===== config.mk =====
export PLATFORM = sky130hd
export DESIGN_NAME = fifo_pixel_drain
export DESIGN_NICKNAME = d
export VERILOG_FILES = /design/src/rtl/fifo_pixel_drain.sv
export SDC_FILE = /design/constraint.sdc
export NUM_CORES = 1
export LEC_CHECK = 0
export ABC_AREA = 1
export CORE_ASPECT_RATIO = 1.25
export CORE_MARGIN = 8
export CORE_UTILIZATION = 40
export DETAILED_ROUTE_END_ITERATION = 8
export GPL_TIMING_DRIVEN = 1
export PLACE_DENSITY_LB_ADDON = 0.08
export SYNTH_ARGS = -nofsm -noshare
export SYNTH_HDL_FRONTEND = slang
export SYNTH_SLANG_ARGS = --single-unit

===== constraint.sdc =====
create_clock -name i_clk -period 2.1 [get_ports i_clk]
set_input_delay 0.42 -clock i_clk [delete_from_list [all_inputs] [get_ports i_clk]]
set_output_delay 0.42 -clock i_clk [all_outputs]
set_load 0.01 [all_outputs]

===== src/rtl/fifo_pixel_drain.sv =====
// Read-side consumer for the coordinate FIFO: pops X then Y and presents each pair as one pixel point.
// Optional macro PIXEL_CLIP_EN drops points outside H_RES x V_RES and counts them on o_clip_count.
module fifo_pixel_drain #(
    parameter int DATA_W = 11,
    parameter int H_RES  = 640,
    parameter int V_RES  = 480,
    parameter int CNT_W  = 16
) (
    input  logic              i_clk,
    input  logic              i_reset,
    input  logic              i_enable,
    input  logic [DATA_W-1:0] i_fifo_data,
    input  logic              i_fifo_empty,
    output logic              o_fifo_read,
    output logic [DATA_W-1:0] o_px_x,
    output logic [DATA_W-1:0] o_px_y,
    output logic              o_px_valid,
    input  logic              i_px_ready,
    output logic              o_busy,
`ifdef PIXEL_CLIP_EN
    output logic [CNT_W-1:0]  o_clip_count,
`endif
    output logic [CNT_W-1:0]  o_point_count
);

    localparam logic [2:0] S_IDLE  = 3'd0;
    localparam logic [2:0] S_POP_X = 3'd1;
    localparam logic [2:0] S_CAP_X = 3'd2;
    localparam logic [2:0] S_POP_Y = 3'd3;
    localparam logic [2:0] S_CAP_Y = 3'd4;
    localparam logic [2:0] S_OUT   = 3'd5;

`ifdef PIXEL_CLIP_EN
    localparam bit CLIP_EN = 1'b1;
`else
    localparam bit CLIP_EN = 1'b0;
`endif

    logic [2:0]        state;
    logic [2:0]        state_next;
    logic [DATA_W-1:0] x_hold;
    logic              x_latched;
    logic              restart;
    logic              out_of_range;
    logic              drop_point;

    assign restart      = i_enable && !i_fifo_empty;
    assign out_of_range = (int'(x_hold) >= H_RES) || (int'(i_fifo_data) >= V_RES);
    // Constant-false when clipping is compiled out, so the comparators vanish.
    assign drop_point   = CLIP_EN && out_of_range;
    assign o_busy       = (state != S_IDLE);

    // NOTE: every variable gets a default before the case so no latch is inferred.
    always_comb begin
        state_next = state;
        case (state)
            S_IDLE:  if (restart) state_next = S_POP_X;
            S_POP_X: state_next = S_CAP_X;
            S_CAP_X: if (!i_fifo_empty) state_next = S_POP_Y;
            S_POP_Y: state_next = S_CAP_Y;
            S_CAP_Y: begin
                if (drop_point) state_next = restart ? S_POP_X : S_IDLE;
                else            state_next = S_OUT;
            end
            S_OUT:   if (i_px_ready) state_next = restart ? S_POP_X : S_IDLE;
            default: state_next = S_IDLE;
        endcase
    end

    // NOTE: sequential state uses non-blocking assignments so all registers update together.
    always_ff @(posedge i_clk or posedge i_reset) begin
        if (i_reset) begin
            state         <= S_IDLE;
            o_fifo_read   <= 1'b0;
            x_hold        <= '0;
            x_latched     <= 1'b0;
            o_px_x        <= '0;
            o_px_y        <= '0;
            o_px_valid    <= 1'b0;
            o_point_count <= '0;
        end else begin
            state       <= state_next;
            o_fifo_read <= (state_next == S_POP_X) || (state_next == S_POP_Y);

            // Read data is only guaranteed on the first CAP_X cycle; later wait cycles must not overwrite it.
            if (state == S_POP_X) begin
                x_latched <= 1'b0;
            end
            if (state == S_CAP_X && !x_latched) begin
                x_hold    <= i_fifo_data;
                x_latched <= 1'b1;
            end

            if (state == S_CAP_Y && !drop_point) begin
                o_px_x     <= x_hold;
                o_px_y     <= i_fifo_data;
                o_px_valid <= 1'b1;
            end

            if (state == S_OUT && i_px_ready) begin
                o_px_valid    <= 1'b0;
                o_point_count <= o_point_count + 1'b1;
            end
        end
    end

`ifdef PIXEL_CLIP_EN
    always_ff @(posedge i_clk or posedge i_reset) begin
        if (i_reset) begin
            o_clip_count <= '0;
        end else if (state == S_CAP_Y && drop_point) begin
            o_clip_count <= o_clip_count + 1'b1;
        end
    end
`endif

endmodule


==> out/results.txt, run 1 <==
Top cell type's share of synthesized area = 58.7%
R2R setup slack = 0.72 ns
Clock root buffer = clkbuf_8
# hold bufs at CTS = 0
Vias in the first global route = 1972
Mapped Cells = 267
Initial Util = 40.8%
Fillers = 550
Row cnt = 31
Sequential power share = 44.3%
Post-Place Setup Slack = 0.247 ns
Critical Path End Type = output pin
Final #Nets = 345
FF-to-FF End = o_point_count[9]
Worst Path Arrival = 1.54 ns
Pwr Total = 3.80 mW
Share of cells above drive strength 1 = 6.38%
H-tree depth = 2
Max-Cap Viols = 0
Die area = 8580 sq um
All-Layer GR Usage = 12.5%
Floorplan core area = 5740 sq um
Vias per Instance = 4.60
First-pass GRT wire length = 8.74 mm
Total number of vias = 1816
ANT cells = 0
Max_slew headroom = 65.0%
Fmax = 510 MHz
Internal power = 2.54 mW
Final core occ = 54.3%
Sequential area share after synthesis = 58.7%
Die Y = 102 microns
RR Startpoint = o_point_count[2]
GP Congestion = 0.791
Grt ovf = 0
Power per cell area = 1220 nW/um^2
WL per Instance = 12.2 microns
Switch share = 33.2%
RSZ-0062 raised after global routing = false
Number of I/O port buffers = 56
Peak VDD IR = 0.665 mV
Syn Nets = 284
Power share of the combinational group = 36.9%
Horiz. Die Dim = 84.5 microns
Iter 0 DRT Violations = 41
Leakage = 1.57 nW
Synth warn = 0
Clock power share = 18.8%
Area Growth Syn to Fin = 33.0%
Drt drc = 0
Critical path peak fanout = 5
Post-synth top area cell = dfrtp_1
Slew Viols, Final = 0
Final Hold Vio Count = 0
Worst hold path class = in2async
Netlist cell types = 23
CTS tree = done
Startpoint Class = flip-flop
Synth top area cells = dfrtp_1 59%, nand2_1 16%, o21ai_0 5.5%, inv_1 4.8%, nor2_1 2.1%
Total negative slack = 0 ns
Initial antenna violation count = 0
Final setup vio count = 0
Yosys reg bits = 55
IO Pins = 57
Max clock buf depth = 2
Syn avg cell area = 8.78 sq um
Crit path kind = reg2out
Cell depth of the worst flop-to-flop path = 5
Post-DRT Antenna Nets = 0
NetSw = 1.26 mW
Tmin final = 1.96 ns
Detailed Routing Iterations Pass 1 = 4
Fin Clk Skew = 0.00511 ns
Tcrit/Tclk final = 93.3%
DP HPWL = 3.54 mm
Clock Sinks = 55
CTS Buf Count = 5
Min setup slack post-route = 0.140 ns
Crit path from = state[0]
CP Capture Point = o_busy
Outcome = complete, no violations
Largest net degree at the start of global routing = 40
Reg clk slew, reported paths = 0.09 ns
Req. time, crit path = 1.68 ns
Mapped Area = 2340 sq um
Worst skew pair latency = 0.30 ns
Post-Route WL = 4.80 mm
Slew @ Worst Pin = 0.525 ns
[synthesized netlist by cell type]
master and instances:
o21ai_0 26, inv_1 30, nand3b_1 2, nand4_4 1, xor2_1 5, nor2_2 1, ha_1 1, nand2_1 103
inv_2 2, nand3b_4 1, xnor2_1 4, nor2_4 1, clkbuf_1 1, o21ai_1 1, buf_2 5, o211ai_1 1
nor3_1 3, nor2_1 13, dfrtp_1 55, nand3_1 7, nor3b_1 1, nand4_1 2, nand2_2 1
[logic make-up (layout without fill, tap and decap cells)]
family,after synthesis,after routing,share of synthesized area (%)
buffers and inverters,38,100,6.35
and+or+nand+nor,136,136,25.0
AOI/OAI and AO/OA,28,28,6.08
adders and majority gates,1,1,0.534
xor gates and xnor gates,9,9,3.36
DFF,55,55,58.7
[final cells by class]
type	count	area [sq um]	area share, %
inverters	32	120	3.85
flip-flops and latches	55	1380	44.1
repair buffers	60	603	19.3
clock buffers	6	82.6	2.65
well taps	66	82.6	2.65
clock inverters	2	35.0	1.12
multi-input cells	174	820	26.3
[worst min path at each step]
stage,to,from,depth (start not counted)
final,o_px_x[8],i_reset,2
after global routing,o_px_y[2],i_reset,2
after CTS,o_point_count[3],i_reset,2
after detailed placement,o_px_x[8],o_px_x[8],2
after global placement,o_px_x[1],o_px_x[1],2
after floorplan,o_px_x[0],x_hold[0],2
[placed cells by master (no fill, tap or decap), drive strengths merged]
master	n
buf	4
bufinv	1
clkbuf	6
clkdlybuf4s50	56
clkinv	1
dfrtp	55
ha	1
inv	32
nand2	104
nand3	7
nand3b	3
nand4	3
nor2	15
nor3	3
nor3b	1
o211ai	1
o21ai	27
xnor2	4
xor2	5
[power groups by stage]
stage / Sequential, mW / Combinational [mW] / Clock, mW
2_1_floorplan: 1.78 / 0.611 / 0
4_1_cts: 1.69 / 1.42 / 0.746
6_report: 1.68 / 1.40 / 0.714
3_5_place_dp: 1.71 / 1.42 / 0
3_3_place_gp: 1.70 / 1.40 / 0
5_1_grt: 1.74 / 1.61 / 0.785
[sequential cells by signal, indices dropped and copies added, names as in the netlist]
| register | cells |
|---|---|
| o_fifo_read | 1 |
| o_point_count | 16 |
| o_px_valid | 1 |
| o_px_y | 11 |
| state | 3 |
| x_latched | 1 |
| x_hold | 11 |
| o_px_x | 11 |
[critical path: stages, from the launching register on]
cell,delay (ns)
dfrtp_1,0.41
inv_1,0.13
nand2_1,0.10
inv_1,0.08
nand2_1,0.05
clkdlybuf4s50_1,0.47
[what timing repair did]
action                                  4_1_cts  5_1_grt
buffers inserted                              0        1
endpoints found under the setup margin        0        1
resized for setup                             0        1
[metrics by stage]
step,hold slack [ns],std cells,area [sq um]
6_report,0.414,395,3120
4_1_cts,0.421,394,3110
3_3_place_gp,0.456,386,2990
3_5_place_dp,0.460,386,2990
2_1_floorplan,0.449,267,2340
5_1_grt,0.447,395,3120
[layer usage]
metal	vias up	track usage [%]	routed length, microns
li1	946	-	-
met1	825	13.7	2180
met2	39	21.7	2240
met3	6	4.79	326
met4	0	4.12	61
met5	-	0	0
No activity file was read; power rests on OpenSTA's default activity.
==> run 2: changes to the inputs <==
--- a/config.mk
+++ b/config.mk
@@ -12,6 +12,7 @@
 export DETAILED_ROUTE_END_ITERATION = 8
 export GPL_TIMING_DRIVEN = 1
 export PLACE_DENSITY_LB_ADDON = 0.08
+export SKIP_LAST_GASP = 1
 export SYNTH_ARGS = -nofsm -noshare
 export SYNTH_HDL_FRONTEND = slang
 export SYNTH_SLANG_ARGS = --single-unit
==> results of run 2 <==
The final DEF is identical to that of run 1; final timing and power are the same.
==> run 3: changes to the inputs <==
--- a/config.mk
+++ b/config.mk
@@ -6,9 +6,10 @@
 export NUM_CORES = 1
 export LEC_CHECK = 0
 export ABC_AREA = 1
-export CORE_ASPECT_RATIO = 1.25
+export CORE_ASPECT_RATIO = 0.9
 export CORE_MARGIN = 8
 export CORE_UTILIZATION = 40
+export CTS_CLUSTER_DIAMETER = 60
 export DETAILED_ROUTE_END_ITERATION = 8
 export GPL_TIMING_DRIVEN = 1
 export PLACE_DENSITY_LB_ADDON = 0.08
==> out/results.txt, run 3 (synthesized netlist as in run 1, its figures left out) <==
RSZ-0062 raised after global routing = false
First-pass GRT wire length = 8.62 mm (-1.3%)
DP HPWL = 3.60 mm (+1.8%)
ANT cells = 0 (unchanged)
Iter 0 DRT Violations = 55 (+34%)
IO Pins = 57 (unchanged)
Clock root buffer = clkbuf_8
Outcome = complete, no violations
Number of I/O port buffers = 56 (unchanged)
Most frequent cells in the layout = 103 x nand2_1, 56 x clkdlybuf4s50_1, 55 x dfrtp_1, 29 x inv_1, 26 x o21ai_0
Req. time, crit path = 1.68 ns (about the same)
Worst Path Arrival = 1.56 ns (+0.02 ns)
WL per Instance = 12.3 microns (+1.0%)
Max reg flops = 16 (unchanged)
Final #Nets = 345 (unchanged)
Tcrit/Tclk final = 94.3% (+0.94 points)
Fin Clk Skew = 0.00899 ns (+0.00388 ns)
GP Congestion = 0.766 (-3.2%)
Area Growth Syn to Fin = 32.5%
Worst hold path class = in2async
Hold WS = 0.473 ns (+0.0593 ns)
Reg clk slew, reported paths = 0.11 ns (+0.02 ns)
Max-Cap Viols = 0 (unchanged)
Final core occ = 54.9% (+0.55 points)
Pwr Total = 3.73 mW (-2.0%)
Die Y = 88.6 microns (-13%)
Total number of vias = 1808 (-0.44%)
Drt drc = 0 (unchanged)
Critical Path End Type = output pin
Row cnt = 26 (-16%)
Initial Util = 41.4% (+0.58 points)
Grt ovf = 0 (unchanged)
Vias per Instance = 4.53 (-1.4%)
Critical path peak fanout = 4 (-1)
Initial antenna violation count = 0 (unchanged)
Post-CTS resize count = 0 (unchanged)
Die area = 8570 sq um (-0.14%)
FF-to-FF End = o_point_count[11]
Max_slew headroom = 67.1% (+2.1 points)
Leakage = 1.56 nW (-0.54%)
Fillers = 558 (+1.5%)
Power per cell area = 1200 nW/um^2 (-1.6%)
Fmax = 505 MHz (-1.0%)
Slew @ Worst Pin = 0.493 ns (-0.0320 ns)
Largest register by flop count = o_point_count
CTS tree = done
Slew Viols, Final = 0 (unchanged)
Max clock buf depth = 2 (unchanged)
Worst skew pair latency = 0.31 ns (about the same)
Horiz. Die Dim = 96.7 microns (+14%)
Share of cells above drive strength 1 = 6.08% (-0.30 points)
H-tree depth = 2 (unchanged)
Final setup vio count = 0 (unchanged)
Startpoint Class = flip-flop
Detailed Routing Iterations Pass 1 = 4 (unchanged)
Total negative slack = 0 ns (unchanged)
Leading cell type in the layout, fill and taps excluded = nand2_1
Crit path kind = reg2out
Tmin final = 1.98 ns (+0.0197 ns)
Final Hold Vio Count = 0 (unchanged)
Vias in the first global route = 1825 (-7.5%)
Post-Route WL = 4.90 mm (+2.1%)
RR Startpoint = state[1]
R2R setup slack = 0.69 ns (-0.03 ns)
CTS Buf Count = 5 (unchanged)
Peak VDD IR = 0.587 mV (-12%)
Clock Sinks = 55 (unchanged)
Post-DRT Antenna Nets = 0 (unchanged)
All-Layer GR Usage = 12.1% (-0.45 points)
Floorplan core area = 5660 sq um (-1.4%)
# hold bufs at CTS = 0 (unchanged)
Cell depth of the worst flop-to-flop path = 6 (+1)
Largest net degree at the start of global routing = 56 (+40%)
-- run 3: cell types whose count changed in the layout (fill, tap and decap cells not counted), sizes merged --
cell	change
bufinv	-1
inv	+2
clkinv	-1
-- run 3: worst max-delay path by stage --
stage                from                 to  slack, ns  depth (start not counted)
5_1_grt          state[1]             o_busy      0.006                          5
6_report         state[1]             o_busy       0.12                          5
4_1_cts          state[0]             o_busy       0.04                          5
3_5_place_dp   i_px_ready  o_point_count[11]       0.25                          6
3_3_place_gp   i_px_ready  o_point_count[11]       0.29                          6
2_1_floorplan     i_reset        o_fifo_read       0.34                          1
-- run 3: report_power, final --
| group | internal (mW) | switching, mW |
|---|---|---|
| logic | 0.711 | 0.701 |
| registers | 1.44 | 0.237 |
| clock network | 0.277 | 0.358 |
| total | 2.43 | 1.30 |
-- run 3: layout make-up --
class | count | area, sq um | share of cell area (%)
sequential | 55 | 1380 | 44.3
multi-input combinational | 174 | 820 | 26.4
timing repair buffer | 60 | 603 | 19.4
inverter | 32 | 120 | 3.87
tap | 70 | 87.6 | 2.82
clock buffer | 6 | 82.6 | 2.66
clock inverter | 2 | 17.5 | 0.564
-- run 3: routing by layer --
| layer | track usage (%) | wire length, microns | part of all wire [%] |
|---|---|---|---|
| met1 | 14.8 | 2340 | 48 |
| met2 | 18.6 | 2120 | 43 |
| met3 | 5.15 | 369 | 7.5 |
| met4 | 4.18 | 69 | 1.4 |
| met5 | 0 | 0 | 0 |
-- run 3: worst max-delay path: stages (launching register included) --
cell and delay (ns):
dfrtp_1 0.39, inv_1 0.15, nand2_1 0.10, inv_1 0.08, nand2_1 0.05, clkdlybuf4s50_1 0.48
-- run 3: through the flow --
stage               cell area, sq um  instances  worst slack [ns]
floorplan                       2340        267             0.337
global placement                3000        390             0.287
detailed placement              3000        390             0.245
CTS                             3100        398            0.0394
global route                    3110        399           0.00574
finish                          3110        399             0.120
-- run 3: what timing repair did --
item	CTS	global route
setup buffers	0	1
endpoints found under the hold margin	0	0
setup endpoints to repair	0	1
